[src/rtl/chronologic_if.sv]
// Signal bundle between the alternation checker and its user.
// The master drives the control/data inputs; the slave returns the check results.
interface chronologic_if #(
  parameter int CNT_W = 16
);
  logic             en;
  logic             clr;
  logic             din;
  logic             pass;
  logic             fail;
  logic             err;
  logic             phase;
  logic [CNT_W-1:0] run_len;
  logic [CNT_W-1:0] pass_cnt;
  logic [CNT_W-1:0] fail_cnt;

  modport master (
    output en, clr, din,
    input  pass, fail, err, phase, run_len, pass_cnt, fail_cnt
  );

  modport slave (
    input  en, clr, din,
    output pass, fail, err, phase, run_len, pass_cnt, fail_cnt
  );
endinterface

[src/rtl/chronologic.sv]
// Alternation checker: din must toggle on every edge; reports pass/fail pulses and statistics.
// Define CHRONOLOGIC_COUNTERS_EN to build the saturating pass/fail event counters.
module chronologic #(
  parameter int CNT_W = 16
) (
  input  logic         clk,
  input  logic         rst,
  chronologic_if.slave bus
);

  logic             r_prev;
  logic             r_valid;
  logic             r_pass;
  logic             r_fail;
  logic             r_err;
  logic             r_phase;
  logic [CNT_W-1:0] r_run_len;

  logic             w_check;
  logic             w_ok;
  logic             w_fail;
  logic             w_err_nxt;
  logic             w_phase_nxt;
  logic [CNT_W-1:0] w_run_base;
  logic [CNT_W-1:0] w_run_nxt;

  assign w_check = r_valid & bus.en;
  assign w_ok    = bus.din ^ r_prev;
  assign w_fail  = w_check & ~w_ok;

  // Clear is applied first, then the check result overrides it.
  // NOTE: always_comb assigns every output a default first so no latch is inferred.
  always_comb begin
    w_err_nxt   = bus.clr ? 1'b0 : r_err;
    w_run_base  = bus.clr ? '0 : r_run_len;
    w_run_nxt   = w_run_base;
    w_phase_nxt = r_phase;
    if (!r_valid) begin
      w_phase_nxt = bus.din;
    end
    if (w_check && w_ok) begin
      w_run_nxt = (w_run_base == '1) ? w_run_base : w_run_base + 1'b1;
    end else if (w_fail) begin
      w_err_nxt   = 1'b1;
      w_run_nxt   = '0;
      w_phase_nxt = bus.din;
    end
  end

  // NOTE: sequential state uses non-blocking assignments so all registers update together.
  always_ff @(posedge clk or posedge rst) begin
    if (rst) begin
      r_prev    <= 1'b0;
      r_valid   <= 1'b0;
      r_pass    <= 1'b0;
      r_fail    <= 1'b0;
      r_err     <= 1'b0;
      r_phase   <= 1'b0;
      r_run_len <= '0;
    end else begin
      r_prev    <= bus.din;
      r_valid   <= 1'b1;
      r_pass    <= w_check & w_ok;
      r_fail    <= w_fail;
      r_err     <= w_err_nxt;
      r_phase   <= w_phase_nxt;
      r_run_len <= w_run_nxt;
    end
  end

`ifdef CHRONOLOGIC_COUNTERS_EN
  logic [CNT_W-1:0] r_pass_cnt;
  logic [CNT_W-1:0] r_fail_cnt;
  logic [CNT_W-1:0] w_pass_base;
  logic [CNT_W-1:0] w_fail_base;

  assign w_pass_base = bus.clr ? '0 : r_pass_cnt;
  assign w_fail_base = bus.clr ? '0 : r_fail_cnt;

  always_ff @(posedge clk or posedge rst) begin
    if (rst) begin
      r_pass_cnt <= '0;
      r_fail_cnt <= '0;
    end else begin
      r_pass_cnt <= w_pass_base;
      r_fail_cnt <= w_fail_base;
      if (w_check && w_ok && (w_pass_base != '1)) begin
        r_pass_cnt <= w_pass_base + 1'b1;
      end
      if (w_fail && (w_fail_base != '1)) begin
        r_fail_cnt <= w_fail_base + 1'b1;
      end
    end
  end

  assign bus.pass_cnt = r_pass_cnt;
  assign bus.fail_cnt = r_fail_cnt;
`else
  assign bus.pass_cnt = '0;
  assign bus.fail_cnt = '0;
`endif

  assign bus.pass    = r_pass;
  assign bus.fail    = r_fail;
  assign bus.err     = r_err;
  assign bus.phase   = r_phase;
  assign bus.run_len = r_run_len;

endmodule

[src/flat_wrapper.sv]
// flat-port wrapper written by rule: the top's interface ports become plain ports
module chronologic_flat 
#(
  parameter int CNT_W = 16
)
  (clk, rst, bus_en, bus_clr, bus_din, bus_pass, bus_fail, bus_err, bus_phase, bus_run_len, bus_pass_cnt, bus_fail_cnt);
  chronologic_if #(.CNT_W(CNT_W)) bus_i ();
  input  logic clk;
  input  logic rst;
  input wire logic [$bits(bus_i.en)-1:0] bus_en;
  input wire logic [$bits(bus_i.clr)-1:0] bus_clr;
  input wire logic [$bits(bus_i.din)-1:0] bus_din;
  output wire logic [$bits(bus_i.pass)-1:0] bus_pass;
  output wire logic [$bits(bus_i.fail)-1:0] bus_fail;
  output wire logic [$bits(bus_i.err)-1:0] bus_err;
  output wire logic [$bits(bus_i.phase)-1:0] bus_phase;
  output wire logic [$bits(bus_i.run_len)-1:0] bus_run_len;
  output wire logic [$bits(bus_i.pass_cnt)-1:0] bus_pass_cnt;
  output wire logic [$bits(bus_i.fail_cnt)-1:0] bus_fail_cnt;
  assign bus_i.en = bus_en;
  assign bus_i.clr = bus_clr;
  assign bus_i.din = bus_din;
  assign bus_pass = bus_i.pass;
  assign bus_fail = bus_i.fail;
  assign bus_err = bus_i.err;
  assign bus_phase = bus_i.phase;
  assign bus_run_len = bus_i.run_len;
  assign bus_pass_cnt = bus_i.pass_cnt;
  assign bus_fail_cnt = bus_i.fail_cnt;
  chronologic #(.CNT_W(CNT_W)) u_core (.clk(clk), .rst(rst), .bus(bus_i));
endmodule
[config.mk]
export PLATFORM = sky130hd
export DESIGN_NAME = chronologic_flat
export DESIGN_NICKNAME = d
export VERILOG_FILES = /design/src/rtl/chronologic_if.sv /design/src/rtl/chronologic.sv /design/src/flat_wrapper.sv
export SDC_FILE = /design/constraint.sdc
export NUM_CORES = 1
export LEC_CHECK = 0
export BUFFER_PORTS_ARGS = -buffer_cell sky130_fd_sc_hd__buf_2
export CORE_MARGIN = 1
export CORE_UTILIZATION = 42
export CTS_BUF_LIST = sky130_fd_sc_hd__clkbuf_8
export CTS_CLUSTER_SIZE = 14
export DETAILED_ROUTE_END_ITERATION = 6
export PLACE_DENSITY = 0.81
export SYNTH_ARGS = -nofsm -noshare
export SYNTH_HDL_FRONTEND = slang
export SYNTH_SLANG_ARGS = --single-unit
export TNS_END_PERCENT = 10
[constraint.sdc]
create_clock -name clk -period 2.2 [get_ports clk]
set_clock_uncertainty 0.05 [all_clocks]
set_input_delay 0.44 -clock clk [delete_from_list [all_inputs] [get_ports clk]]
set_output_delay 0.44 -clock clk [all_outputs]
set_load 0.03 [all_outputs]
==> run metrics <==
Die ar.=3400 µm²; maximum fanout encountered on the critical timing path=6; latest clock arrival within the worst-skew pair=0.26 ns; Num Clock Sinks=22; wire length reported by the detailed router=2330 µm; RD Place Congestion=0.800; Finish-stage setup viols=0; estimated wirelength of the detail-placed design=1760 µm; Max Cap Violations=0; number of buffers created by CTS=3; number of buffers inserted by post-CTS setup repair=0; post-DR wirelength/cell=10.9 µm; proportion of register bits with asynchronous set or reset after synthesis=100%; Post-CTS Resized=0; initial core utilization=44.0%; area of the mapped netlist=1330 µm²; count of input and output buffers=24; path category of the worst min-delay check=input port to asynchronous set/reset pin; count of nets after finishing=175; crit path DAT=1.97 ns; area grow syn2layout=9.11%; Antenna diodes=0; Final TNS setup=0 ns; number of placed instances with taps included=209; reg2reg end=u_core.bus.run_len[13]; initial antenna violation count=0; Via-to-Cell Ratio=4.58; run status=completed; vertical die dimension=58.3 µm; capturing element type of the critical path=flip-flop; commonest non-fill, non-tap cell in the layout=sky130_fd_sc_hd__conb_1; Worst R2R Path Depth=5; post-route non-filler standard cell count=213; power per unit of standard cell area=585 nW/µm²; launching element type of the critical path=flip-flop; number of storage elements in the synthesis netlist=22; clock slew at the register clock pins of the worst setup and hold paths=0.08 ns; remaining global-route overflow=0; number of pins with negative max-slew slack in the final report=0; number of ports placed on the die boundary=57; vias in the first global route=814; pin count of the biggest net entering global routing=23; type of the worst setup path=flip-flop to flip-flop; Netlist cell types=33; TritonCTS clock tree=done; required time reported for the critical path endpoint=2.30 ns; worst vdd ir=0.464 mV; residual DRC count=0; synthesized netlist cell count=139; area of the placeable core=3030 µm²; total iterations of the first detailed-routing run=4; via count=976; final cycle utilization of the critical path=84.8%; share of the core filled with cells=48.0%; number of nets with antenna violations after routing=0; Post-CTS Hold Buffers=0; global routing usage summed across all routing layers=14.5%; post-synthesis sequential area ratio=41.3%; unrepaired setup endpoints after global routing=false; time the worst path needs with I/O delays and setup=1.87 ns; wire length of the first global-routing pass=3720 µm; Filler Cell Count=296; leakage power summed over all cells=0.000735 µW; number of warnings issued by yosys=0; Clock Path Buffers=2; fraction of final layout cells sized beyond drive strength 1=23.1%; Final Hold Violating Endpoints=0; die width=58.3 µm; number of enable-type register cells in the synthesized netlist=0; primary flip-flop cell chosen by synthesis mapping=sky130_fd_sc_hd__dfrtp_1; master cell of the clock root buffer=sky130_fd_sc_hd__clkbuf_8; worst flop-to-flop path startpoint=u_core.bus.run_len[0]; maximum achievable frequency=0.536 GHz; tightest hold margin=0.140 ns; commonest cells after routing, fill and taps aside=sky130_fd_sc_hd__conb_1, sky130_fd_sc_hd__buf_2, sky130_fd_sc_hd__dfrtp_1; FF-to-FF setup slack=0.33 ns; number of design-rule violations left by the first detailed-router iteration=27; # rows=20; average footprint of a synthesized cell=9.59 µm²; htree depth=1
[cell usage after synthesis, types with 2 or more instances]
library cell	instances	area share, %
sky130_fd_sc_hd__buf_4	32	18
sky130_fd_sc_hd__dfrtp_1	22	41
sky130_fd_sc_hd__nor2_1	15	4.2
sky130_fd_sc_hd__xnor2_1	9	5.9
sky130_fd_sc_hd__a21oi_1	8	3.0
sky130_fd_sc_hd__nand2_1	6	1.7
sky130_fd_sc_hd__nor3_1	6	2.3
sky130_fd_sc_hd__and2b_1	4	2.3
sky130_fd_sc_hd__a211oi_1	3	1.7
sky130_fd_sc_hd__nand4_1	3	1.4
sky130_fd_sc_hd__a31oi_1	2	0.94
sky130_fd_sc_hd__buf_6	2	1.7
sky130_fd_sc_hd__conb_1	2	0.56
sky130_fd_sc_hd__inv_1	2	0.56
sky130_fd_sc_hd__nand3_1	2	0.75
sky130_fd_sc_hd__nand4b_1	2	1.3
sky130_fd_sc_hd__nor3b_1	2	1.1
sky130_fd_sc_hd__o21ai_0	2	0.75
[per-layer routing]
metal	track usage [%]	vias to the layer above	part of all wire [%]	wire, µm
li1	-	464	-	-
met1	18.0	461	44	1020
met2	23.8	47	47	1100
met3	5.49	4	7.5	175
met4	3.74	0	1.1	25
met5	0	-	0	0
[worst max path at each step]
stage	start	to	slack, ns	cells after the start
floorplan	u_core.bus.run_len[0]	u_core.bus.run_len[13]	0.26	5
global placement	bus_clr	u_core.bus.run_len[13]	0.24	6
detailed placement	bus_clr	u_core.bus.run_len[13]	0.14	6
CTS	u_core.bus.run_len[0]	u_core.bus.run_len[13]	0.32	5
global route	u_core.bus.run_len[0]	u_core.bus.run_len[13]	0.24	5
finish	u_core.bus.run_len[0]	u_core.bus.run_len[13]	0.33	5
[critical path, cell delays in order (launching register included)]
cell and delay (ns):
sky130_fd_sc_hd__dfrtp_1 0.43, sky130_fd_sc_hd__nand4_2 0.18, sky130_fd_sc_hd__or2_4 0.32, sky130_fd_sc_hd__nor3_4 0.25
sky130_fd_sc_hd__and3_4 0.23, sky130_fd_sc_hd__mux2_4 0.29
[kinds of logic after synthesis]
| family | Yosys count | synth area share [%] |
|---|---|---|
| buf+inv | 36 | 20.3 |
| flops | 22 | 41.3 |
| xor+xnor | 10 | 6.57 |
| simple gates | 50 | 22.0 |
| other cells | 2 | 0.564 |
| compound gates | 17 | 7.32 |
| mux | 2 | 1.97 |
[report_power, final]
group          switching, µW  internal (µW)
Clock                    126            159
Sequential              7.21            414
Combinational            121           23.3
Total                    254            597
[registers in the layout, indices dropped and copies added (netlist names)]
name                cells
u_core.bus.pass         1
u_core.bus.phase        1
u_core.bus.fail         1
u_core.r_valid          1
u_core.bus.run_len     16
u_core.bus.err          1
u_core.r_prev           1
[metrics by stage]
stage / setup slack [ns] / instance area (µm²) / total power, µW
2_1_floorplan: 0.256 / 1450 / 592
3_3_place_gp: 0.236 / 1400 / 572
3_5_place_dp: 0.139 / 1400 / 573
4_1_cts: 0.324 / 1450 / 859
5_1_grt: 0.243 / 1450 / 887
6_report: 0.334 / 1450 / 851
[area by class of cell]
type / instances / area [µm²] / share of cell area (%)
Timing Repair Buffer: 29 / 158 / 10.8
Inverter: 2 / 7.51 / 0.516
Tap cell: 44 / 55.1 / 3.79
Clock buffer: 4 / 55.1 / 3.79
Multi-Input combinational cell: 112 / 628 / 43.2
Sequential cell: 22 / 551 / 37.9
Power figures use the tool's default switching activity.
